File: src/rtl/peak_pkg.sv
// Shared definitions for the solar-tracker calibration sweep blocks:
// FSM state encoding of the peak return counter and default sizing
// constants used by the sweep counters and the servo control FSM.
package peak_pkg;

    typedef enum logic [1:0] {
        ST_IDLE   = 2'd0,
        ST_SWEEP  = 2'd1,
        ST_REWIND = 2'd2,
        ST_FIN    = 2'd3
    } peak_state_e;

    localparam int PEAK_WIDTH   = 13;
    localparam int PEAK_TIMEOUT = 1023;
    localparam int PEAK_TO_W    = 10;

endpackage

File: src/rtl/sat_updown_counter.sv
// Saturating up/down counter: synchronous clear has priority, increment
// holds at all-ones, decrement holds at zero. is_zero / is_max are decoded
// from the registered count.
module sat_updown_counter #(
    parameter int WIDTH = 13
) (
    input  logic             i_clk,
    input  logic             i_rst,
    input  logic             i_clr,
    input  logic             i_inc,
    input  logic             i_dec,
    output logic [WIDTH-1:0] o_count,
    output logic             o_is_zero,
    output logic             o_is_max
);

    logic [WIDTH-1:0] r_count;
    logic             w_is_zero;
    logic             w_is_max;

    assign w_is_zero = (r_count == {WIDTH{1'b0}});
    assign w_is_max  = (&r_count);

    // Count register: clear, saturating increment, zero-guarded decrement.
    always_ff @(posedge i_clk or posedge i_rst) begin
        if (i_rst) begin
            r_count <= {WIDTH{1'b0}};
        end else if (i_clr) begin
            r_count <= {WIDTH{1'b0}};
        end else if (i_inc && !w_is_max) begin
            r_count <= r_count + WIDTH'(1);
        end else if (i_dec && !w_is_zero) begin
            r_count <= r_count - WIDTH'(1);
        end else begin
            r_count <= r_count;
        end
    end

    assign o_count   = r_count;
    assign o_is_zero = w_is_zero;
    assign o_is_max  = w_is_max;

endmodule

File: src/rtl/peak_return_counter.sv
// Peak return counter: counts servo steps since the last voltage maximum
// during a sweep, then rewinds the servo one step per count through a
// RET_REQ/RET_ACK handshake. All outputs are registered.
// Optional build macro PEAK_RETURN_TIMEOUT_EN adds a REWIND watchdog that
// aborts to IDLE with a sticky ERR when RET_ACK does not arrive in time.
module peak_return_counter
    import peak_pkg::*;
#(
    parameter int WIDTH   = PEAK_WIDTH,
    parameter int TIMEOUT = PEAK_TIMEOUT,
    parameter int TO_W    = PEAK_TO_W
) (
    input  logic             CLK,
    input  logic             CNT_RST,
    input  logic             SWEEP_START,
    input  logic             STEP,
    input  logic             NEW_MAX,
    input  logic             SWEEP_END,
    input  logic             RET_ACK,
    output logic             RET_REQ,
    output logic             BUSY,
    output logic             DONE,
    output logic             OVF,
    output logic             ERR,
    output logic [WIDTH-1:0] COUNT
);

    localparam logic [TO_W-1:0] TO_LIMIT = TO_W'(TIMEOUT - 1);

    peak_state_e      r_state;
    peak_state_e      w_state_nxt;
    logic             r_ret_req;
    logic             r_busy;
    logic             r_done;
    logic             r_ovf;

    logic [WIDTH-1:0] w_count;
    logic             w_is_zero;
    logic             w_is_max;
    logic             w_clr;
    logic             w_inc;
    logic             w_dec;
    logic             w_ack_ok;
    logic             w_last;
    logic             w_upd_zero;
    logic             w_to_hit;
    logic             w_ret_req_nxt;
    logic             w_busy_nxt;
    logic             w_done_nxt;
    logic             w_ovf_nxt;

    // An ACK only counts while a request is outstanding.
    assign w_ack_ok   = RET_ACK && r_ret_req;
    assign w_last     = (w_count == WIDTH'(1));
    // Count after this cycle's STEP/NEW_MAX update is zero: a new maximum
    // clears it, otherwise it stays zero only if no step arrives.
    assign w_upd_zero = NEW_MAX || (w_is_zero && !STEP);

    sat_updown_counter #(
        .WIDTH (WIDTH)
    ) u_cnt (
        .i_clk     (CLK),
        .i_rst     (CNT_RST),
        .i_clr     (w_clr),
        .i_inc     (w_inc),
        .i_dec     (w_dec),
        .o_count   (w_count),
        .o_is_zero (w_is_zero),
        .o_is_max  (w_is_max)
    );

`ifdef PEAK_RETURN_TIMEOUT_EN
    logic [TO_W-1:0] r_to_cnt;
    logic            r_err;

    assign w_to_hit = (r_state == ST_REWIND) && r_ret_req && !RET_ACK &&
                      (r_to_cnt == TO_LIMIT);

    // Watchdog: held at zero outside REWIND and on each ACK, counts stalls.
    always_ff @(posedge CLK or posedge CNT_RST) begin
        if (CNT_RST) begin
            r_to_cnt <= {TO_W{1'b0}};
        end else if ((r_state != ST_REWIND) || RET_ACK) begin
            r_to_cnt <= {TO_W{1'b0}};
        end else if (r_ret_req) begin
            r_to_cnt <= r_to_cnt + TO_W'(1);
        end else begin
            r_to_cnt <= r_to_cnt;
        end
    end

    // Sticky timeout error, cleared when a new sweep starts.
    always_ff @(posedge CLK or posedge CNT_RST) begin
        if (CNT_RST) begin
            r_err <= 1'b0;
        end else if (w_to_hit) begin
            r_err <= 1'b1;
        end else if ((r_state == ST_IDLE) && SWEEP_START) begin
            r_err <= 1'b0;
        end else begin
            r_err <= r_err;
        end
    end

    assign ERR = r_err;
`else
    logic w_unused_cfg;

    assign w_to_hit     = 1'b0;
    assign w_unused_cfg = ^TO_LIMIT;
    assign ERR          = 1'b0;
`endif

    // State register.
    always_ff @(posedge CLK or posedge CNT_RST) begin
        if (CNT_RST) begin
            r_state <= ST_IDLE;
        end else begin
            r_state <= w_state_nxt;
        end
    end

    // Next-state logic.
    always_comb begin
        w_state_nxt = r_state;
        case (r_state)
            ST_IDLE: begin
                if (SWEEP_START) begin
                    w_state_nxt = ST_SWEEP;
                end else begin
                    w_state_nxt = ST_IDLE;
                end
            end
            ST_SWEEP: begin
                if (SWEEP_START) begin
                    w_state_nxt = ST_SWEEP;
                end else if (SWEEP_END) begin
                    w_state_nxt = w_upd_zero ? ST_FIN : ST_REWIND;
                end else begin
                    w_state_nxt = ST_SWEEP;
                end
            end
            ST_REWIND: begin
                if (w_ack_ok && w_last) begin
                    w_state_nxt = ST_FIN;
                end else if (w_to_hit) begin
                    w_state_nxt = ST_IDLE;
                end else begin
                    w_state_nxt = ST_REWIND;
                end
            end
            ST_FIN: begin
                w_state_nxt = ST_IDLE;
            end
            default: begin
                w_state_nxt = ST_IDLE;
            end
        endcase
    end

    // Output / datapath control decode.
    always_comb begin
        w_clr         = 1'b0;
        w_inc         = 1'b0;
        w_dec         = 1'b0;
        w_ovf_nxt     = r_ovf;
        w_ret_req_nxt = (w_state_nxt == ST_REWIND);
        w_busy_nxt    = (w_state_nxt == ST_SWEEP) || (w_state_nxt == ST_REWIND);
        w_done_nxt    = (r_state == ST_FIN);
        case (r_state)
            ST_IDLE: begin
                if (SWEEP_START) begin
                    w_clr     = 1'b1;
                    w_ovf_nxt = 1'b0;
                end else begin
                    w_ovf_nxt = r_ovf;
                end
            end
            ST_SWEEP: begin
                if (SWEEP_START) begin
                    w_clr     = 1'b1;
                    w_ovf_nxt = 1'b0;
                end else if (NEW_MAX) begin
                    w_clr     = 1'b1;
                end else if (STEP) begin
                    w_inc     = 1'b1;
                    w_ovf_nxt = r_ovf || w_is_max;
                end else begin
                    w_ovf_nxt = r_ovf;
                end
            end
            ST_REWIND: begin
                w_dec = w_ack_ok;
            end
            ST_FIN: begin
                w_dec = 1'b0;
            end
            default: begin
                w_dec = 1'b0;
            end
        endcase
    end

    // Registered outputs.
    always_ff @(posedge CLK or posedge CNT_RST) begin
        if (CNT_RST) begin
            r_ret_req <= 1'b0;
            r_busy    <= 1'b0;
            r_done    <= 1'b0;
            r_ovf     <= 1'b0;
        end else begin
            r_ret_req <= w_ret_req_nxt;
            r_busy    <= w_busy_nxt;
            r_done    <= w_done_nxt;
            r_ovf     <= w_ovf_nxt;
        end
    end

    assign RET_REQ = r_ret_req;
    assign BUSY    = r_busy;
    assign DONE    = r_done;
    assign OVF     = r_ovf;
    assign COUNT   = w_count;

endmodule

File: config.mk
export PLATFORM = sky130hd
export DESIGN_NAME = peak_return_counter
export DESIGN_NICKNAME = d
export VERILOG_FILES = /design/src/rtl/peak_pkg.sv /design/src/rtl/sat_updown_counter.sv /design/src/rtl/peak_return_counter.sv
export SDC_FILE = /design/constraint.sdc
export NUM_CORES = 1
export LEC_CHECK = 0
export ABC_AREA = 1
export CORE_MARGIN = 2
export CORE_UTILIZATION = 50
export DETAILED_ROUTE_END_ITERATION = 10
export DONT_BUFFER_PORTS = 1
export PLACE_DENSITY = 0.65
export SYNTH_ARGS = -nofsm -noshare
export SYNTH_HDL_FRONTEND = slang
export SYNTH_SLANG_ARGS = --single-unit
File: constraint.sdc
create_clock -name CLK -period 4.9 [get_ports CLK]
set_input_delay 1.225 -clock CLK [delete_from_list [all_inputs] [get_ports CLK]]
set_output_delay 1.225 -clock CLK [all_outputs]
set_load 0.02 [all_outputs]
**Word level (Yosys, flattened, before mapping)**

Cells that the tools add are included.

- Input port bits: 7
- Bits in registers: 19
- Word-level logic and storage cells: 57
- Output and inout bits: 18

- Mux-type cells: 23
- Add/sub/neg operators: 2
- Equality and inequality tests: 9
- Reductions and logical operators: 17

Operators with widths:

| cell | number |
|---|---|
| $mux 13 | 3 |
| $mux 1 | 15 |
| $add 13x1->13 const B | 1 |
| $eq 13x1->1 const B | 1 |
| $logic_not 13->1 | 1 |
| $reduce_and 13->1 | 1 |
| $sub 13x1->13 const B | 1 |
| $pmux 2 s4 | 1 |
| $eq 2x2->1 const B | 3 |
| $ne 3x3->1 const B | 2 |
| $logic_and 1x1->1 | 5 |
| $eq 2x1->1 const B | 2 |
| $mux 2 | 2 |
| $pmux 1 s2 | 2 |
| $reduce_and 4->1 | 1 |
| $logic_not 1->1 | 3 |
| $logic_or 1x1->1 | 3 |
| $reduce_bool 3->1 | 1 |
| $logic_not 2->1 | 1 |
| $ne 2x2->1 const B | 1 |
| $reduce_bool 2->1 | 1 |

**Depth between registers and ports, before layout**

- Depth after elaboration: 9
- Gate-level depth with buffers: 11
- Mapped depth without buffers: 11

**Hierarchy**

Synthesis repeated with hierarchy kept, for this count alone.

- Cell total of the unflattened synthesis: 278
- Area, all modules: 1,789.2 um^2

Modules (own cells, without submodules):

| module | area an instance (um^2) | instances | cells an instance |
|---|---|---|---|
| sat_updown_counter | 1,398.8 | 1 | 222 |
| peak_return_counter | 390.4 | 1 | 56 |

**Least setup slack after synthesis**

No wires, ideal clock.

- Kind: input to register
- Start: input port SWEEP_START
- End: register u_cnt.r_count[6] (netlist: u_cnt.o_count[6])
- Library setup time: 126 ps
- Path slack: 2,693 ps
- Buffers on the path: 0
- Stages: 8
- Arrival: 2,080 ps
- Cells stage by stage: inv_1 nand3_1 nor2_4 inv_1 nor2_2 nand2_1 nand3_1 o21ai_0

- Cells in the longest elaborated chain, start to end: 5
- Elaborated cells between the ends (all ways): 9
- Those cells by class: mux: 7; reduce/logical: 2

Ends and longest elaborated chain:

| element | line | source |
|---|---|---|
| start: declaration | peak_return_counter.sv:15 | `input logic SWEEP_START,` |
| $mux 1 | peak_return_counter.sv:180 | `if (SWEEP_START) begin` |
| $mux 1 | peak_return_counter.sv:170 | `case (r_state)` |
| $logic_and 1x1->1 | sat_updown_counter.sv:30 | `end else if (i_inc && !w_is_max) begin` |
| $mux 13 | sat_updown_counter.sv:30 |  |
| $mux 13 | sat_updown_counter.sv:28 | `end else if (i_clr) begin` |
| end signal: assignment | sat_updown_counter.sv:27 | `r_count <= {WIDTH{1'b0}};` |
| end signal: assignment | sat_updown_counter.sv:29 | `r_count <= {WIDTH{1'b0}};` |
| end signal: assignment | sat_updown_counter.sv:31 | `r_count <= r_count + WIDTH'(1);` |
| end: declaration | sat_updown_counter.sv:17 | `logic [WIDTH-1:0] r_count;` |

Several ways; a longest one is shown, not always the timed one.
A chain may end at the register's enable or synchronous reset.

**Worst setup path in the final report**

- Start: register u_cnt.r_count[1] (netlist: u_cnt.o_count[1])
- End: register u_cnt.r_count[12] (netlist: u_cnt.o_count[12])

- Cells in the longest elaborated chain, start to end: 5
- Elaborated cells between the ends (all ways): 12
- Those cells by class: add/sub: 2; mux: 3; reduce/logical: 7

Ends and longest elaborated chain:

| element |
|---|
| branches (longest 5 deep; another with $sub 13x1->13) |

Parallel ways; which one is timed is not known. The select of a mux whose other input is x is not followed.

==> results.rst <==
.. list-table::
   :header-rows: 1

   * - Metric
     - Value
   * - Status
     - completed
   * - Number of antenna violations at the first check in global routing
     - 0
   * - Initial detailed-routing violation count
     - 91
   * - Wire length of the first global-routing pass
     - 5660 um
   * - Final std cells w/o fill
     - 292
   * - Crit path capture type
     - flop
   * - Unrepaired setup endpoints after global routing
     - no
   * - Wire length per cell
     - 12.1 um
   * - Buffer depth of the longest clock path
     - 2
   * - Sum of overflow across all layers after global routing
     - 0
   * - Number of buffers created by CTS
     - 3
   * - Number of global-route vias before repair
     - 1322
   * - Static leakage
     - 0.000816 uW
   * - Die boundary width
     - 61.4 um
   * - Total die area
     - 0.00377 mm^2
   * - Switching Fraction
     - 54.3%
   * - Maximum level of the CTS H-tree
     - 1
   * - Post-synthesis instance area
     - 0.00165 mm^2
   * - Worst slew slack as a fraction of its limit
     - 49.7%
   * - Hold/Removal Path Class
     - reg2reg
   * - TritonRoute pass-1 iters
     - 4
   * - Cell count after placement
     - 288
   * - Total count of hold-check failures in the final report
     - 0
   * - Count of filler cells inserted in the layout
     - 344
   * - Peak clock frequency supported by timing
     - 447 MHz
   * - Cell area power density
     - 523 mW/mm^2
   * - Die Y-Extent
     - 61.4 um
   * - Net total in the final layout
     - 261
   * - TritonCTS Sinks
     - 19
   * - Layout cells sized above 1
     - 5.65%
   * - Setup Skew
     - 0.00760 ns
   * - Count of input and output buffers
     - 0
   * - Switch Pwr
     - 464 uW
   * - FF+latch count, synth
     - 19
   * - Biggest fanout along the worst timing path
     - 14
   * - Critical path class
     - reg2reg
   * - Gate Count Post-Synth
     - 255
   * - Number of synthesized flops with an enable pin
     - 0
   * - Overall global routing resource usage
     - 20.3%
   * - Worst voltage drop across the vdd grid
     - 0.283 mV
   * - Part of the power in the clock network
     - 10.1%
   * - Last weighted congestion value of the routability-driven placer
     - 0.888
   * - Clock root buffer
     - sky130_fd_sc_hd__clkbuf_4
   * - Share of the clock period used by the worst path
     - 45.7%
   * - Hpwl dp
     - 2630 um
   * - Warnings, synthesis
     - 0
   * - Final Max Tran Viols
     - 0
   * - Pin slew with the least headroom to its limit
     - 0.754 ns
   * - Logic gate share of total power
     - 51.5%
   * - Count of cells resized by post-cts repair
     - 0
   * - Unique masters post-synth
     - 27
   * - Fin Setup TNS
     - 0 ns
   * - Starting density of the core
     - 53.1%
   * - Syn_nets
     - 267
   * - Area of the placeable core
     - 0.00310 mm^2
   * - Prevailing post-synth register cell
     - sky130_fd_sc_hd__dfrtp_1
   * - Std cell rows
     - 20
   * - Startpoint Class
     - flop
   * - Sequential share of the synthesized area
     - 28.9%
   * - Mean instance size in the synthesized netlist
     - 6.46 um^2
   * - Required time of the critical path
     - 5.11 ns
   * - Clock tree from TritonCTS
     - done
   * - Final wirelength
     - 3520 um
   * - Latest clock arrival within the worst-skew pair
     - 0.32 ns
   * - Synthesis-to-finish area growth
     - -0.836%
   * - Arrival time at the worst endpoint
     - 2.45 ns
   * - Largest net degree at the start of global routing
     - 20
   * - Number of setup violations in the final report
     - 0
   * - Hold Buf Count CTS
     - 0
   * - Proportion of register bits with asynchronous set or reset after synthesis
     - 100%
   * - DRC errors left
     - 0
   * - Via/cell ratio
     - 4.96
   * - Crit path setup slack, layout
     - 2.66 ns
   * - Buffer count from post-CTS setup fixing
     - 0
   * - Max-cap check violation count
     - 0
   * - Routed vias
     - 1449
   * - Final period demand of the worst path
     - 2.24 ns
   * - Clock slew at reported path FFs
     - 0.12 ns
   * - I/O Pins
     - 25
   * - Number of antenna diodes
     - 0
   * - Worst slack, placed
     - 2.49 ns
   * - Cell internal pwr
     - 390 uW
   * - Number of antenna-violating nets in the routed design
     - 0
   * - Reg power frac
     - 38.4%
routing by layer:
metal / GRT usage [%] / part of all wire (%) / vias to the layer above
met4: 7.29 / 1.5 / 0
li1: - / - / 783
met3: 2.10 / 3.1 / 6
met1: 25.6 / 47 / 636
met2: 36.0 / 48 / 24
met5: 0 / 0 / -
state kept, by name (all words and copies together), names as in the netlist:
register and cells:
DONE 1, RET_REQ 1, r_state 2, u_cnt.o_count 13, BUSY 1, OVF 1
stage by stage:
stage	hold WS, ns	utilization [%]	cell area (um^2)	total power, uW
after floorplan	0.457	-	1650	721
after global placement	0.504	51.7	1610	769
after detailed placement	0.510	51.7	1610	774
after CTS	0.536	52.6	1630	859
after global routing	0.559	52.6	1630	947
final	0.526	52.6	1630	854
critical path, cell delays in order, from the launching register on:
cell and delay, ns:
sky130_fd_sc_hd__dfrtp_1 0.56, sky130_fd_sc_hd__ha_1 0.33, sky130_fd_sc_hd__inv_1 0.08, sky130_fd_sc_hd__nor2_2 0.14, sky130_fd_sc_hd__nand2_2 0.11, sky130_fd_sc_hd__o21ai_4 0.42, sky130_fd_sc_hd__nand2_1 0.29, sky130_fd_sc_hd__nand3_1 0.14
sky130_fd_sc_hd__o21ai_0 0.08
cells in the mapped netlist, types with 2 or more instances:
| library cell | instances | area share, % |
|---|---|---|
| sky130_fd_sc_hd__nand2_2 | 3 | 1.1 |
| sky130_fd_sc_hd__o21ai_1 | 4 | 1.2 |
| sky130_fd_sc_hd__dfrtp_1 | 19 | 29 |
| sky130_fd_sc_hd__buf_2 | 2 | 0.61 |
| sky130_fd_sc_hd__xor2_1 | 9 | 4.8 |
| sky130_fd_sc_hd__ha_1 | 5 | 3.8 |
| sky130_fd_sc_hd__nand2_1 | 96 | 22 |
| sky130_fd_sc_hd__o21ai_0 | 6 | 1.8 |
| sky130_fd_sc_hd__nor2_1 | 29 | 6.6 |
| sky130_fd_sc_hd__buf_6 | 3 | 2.1 |
| sky130_fd_sc_hd__inv_1 | 26 | 5.9 |
| sky130_fd_sc_hd__buf_4 | 5 | 2.3 |
| sky130_fd_sc_hd__nor2_2 | 3 | 1.1 |
| sky130_fd_sc_hd__xnor2_1 | 2 | 1.1 |
| sky130_fd_sc_hd__nand4_1 | 8 | 3.0 |
| sky130_fd_sc_hd__nand3_1 | 23 | 7.0 |
| sky130_fd_sc_hd__nor3_1 | 2 | 0.61 |
logic make-up after synthesis:
family | Yosys count | synth area share, %
fa+ha+maj | 5 | 3.80
xor+xnor | 11 | 5.85
flops | 19 | 28.9
buf+inv | 38 | 12.3
other cells | 1 | 0.228
compound gates | 13 | 4.94
simple gates | 168 | 44.0
power groups by stage:
stage                     Combinational [uW]  Clock, uW  Sequential (uW)
final                                    440       86.0              328
after global routing                     517       89.8              340
after CTS                                443       87.1              329
after detailed placement                 441          0              333
after global placement                   437          0              332
after floorplan                          433          0              288
area by class of cell:
| cell class | count | area, um^2 | share of cell area [%] |
|---|---|---|---|
| clock buffers | 3 | 22.5 | 1.38 |
| clock inverters | 1 | 5.00 | 0.307 |
| inverters | 27 | 106 | 6.51 |
| multi-input cells | 198 | 968 | 59.3 |
| flip-flops and latches | 19 | 475 | 29.1 |
| well taps | 44 | 55.1 | 3.37 |
cell usage in the layout, fill, tap and decap left out:
master                     netlist  layout
sky130_fd_sc_hd__o22a_1          1       1
sky130_fd_sc_hd__o21ai_4         1       1
sky130_fd_sc_hd__ha_1            5       5
sky130_fd_sc_hd__nand2_2         3       3
sky130_fd_sc_hd__o21ai_0         6       6
sky130_fd_sc_hd__xnor2_1         2       2
sky130_fd_sc_hd__xor2_1          9       9
sky130_fd_sc_hd__nand2_1        96      96
sky130_fd_sc_hd__nor2_1         29      29
sky130_fd_sc_hd__conb_1          1       1
sky130_fd_sc_hd__inv_1          26      26
sky130_fd_sc_hd__nand3_1        23      23
sky130_fd_sc_hd__nand3_4         1       1
sky130_fd_sc_hd__clkinv_4        1       1
sky130_fd_sc_hd__nor2_2          3       3
sky130_fd_sc_hd__nand4_1         8       8
sky130_fd_sc_hd__o21ai_1         4       4
sky130_fd_sc_hd__clkbuf_4        0       3
sky130_fd_sc_hd__nor2_4          1       1
sky130_fd_sc_hd__dfrtp_1        19      19
sky130_fd_sc_hd__nor3_1          2       2
sky130_fd_sc_hd__or3_1           1       1
sky130_fd_sc_hd__clkinv_2        0       1
sky130_fd_sc_hd__o22ai_1         1       1
sky130_fd_sc_hd__nand3b_1        1       1
path summary, 6_finish.rpt:
check / start / endpoint / slack [ns] / cells past startpoint
max reg2reg: u_cnt.o_count[1] / u_cnt.o_count[12] / 2.66 / 8
min reg2reg: r_state[0] / DONE / 0.53 / 2
min in group asynchronous: CNT_RST / OVF / 0.91 / 1
max in group asynchronous: CNT_RST / u_cnt.o_count[5] / 3.51 / 1
max: u_cnt.o_count[1] / u_cnt.o_count[12] / 2.66 / 8
min: r_state[0] / DONE / 0.53 / 2
(Power assumes the default switching activity.)
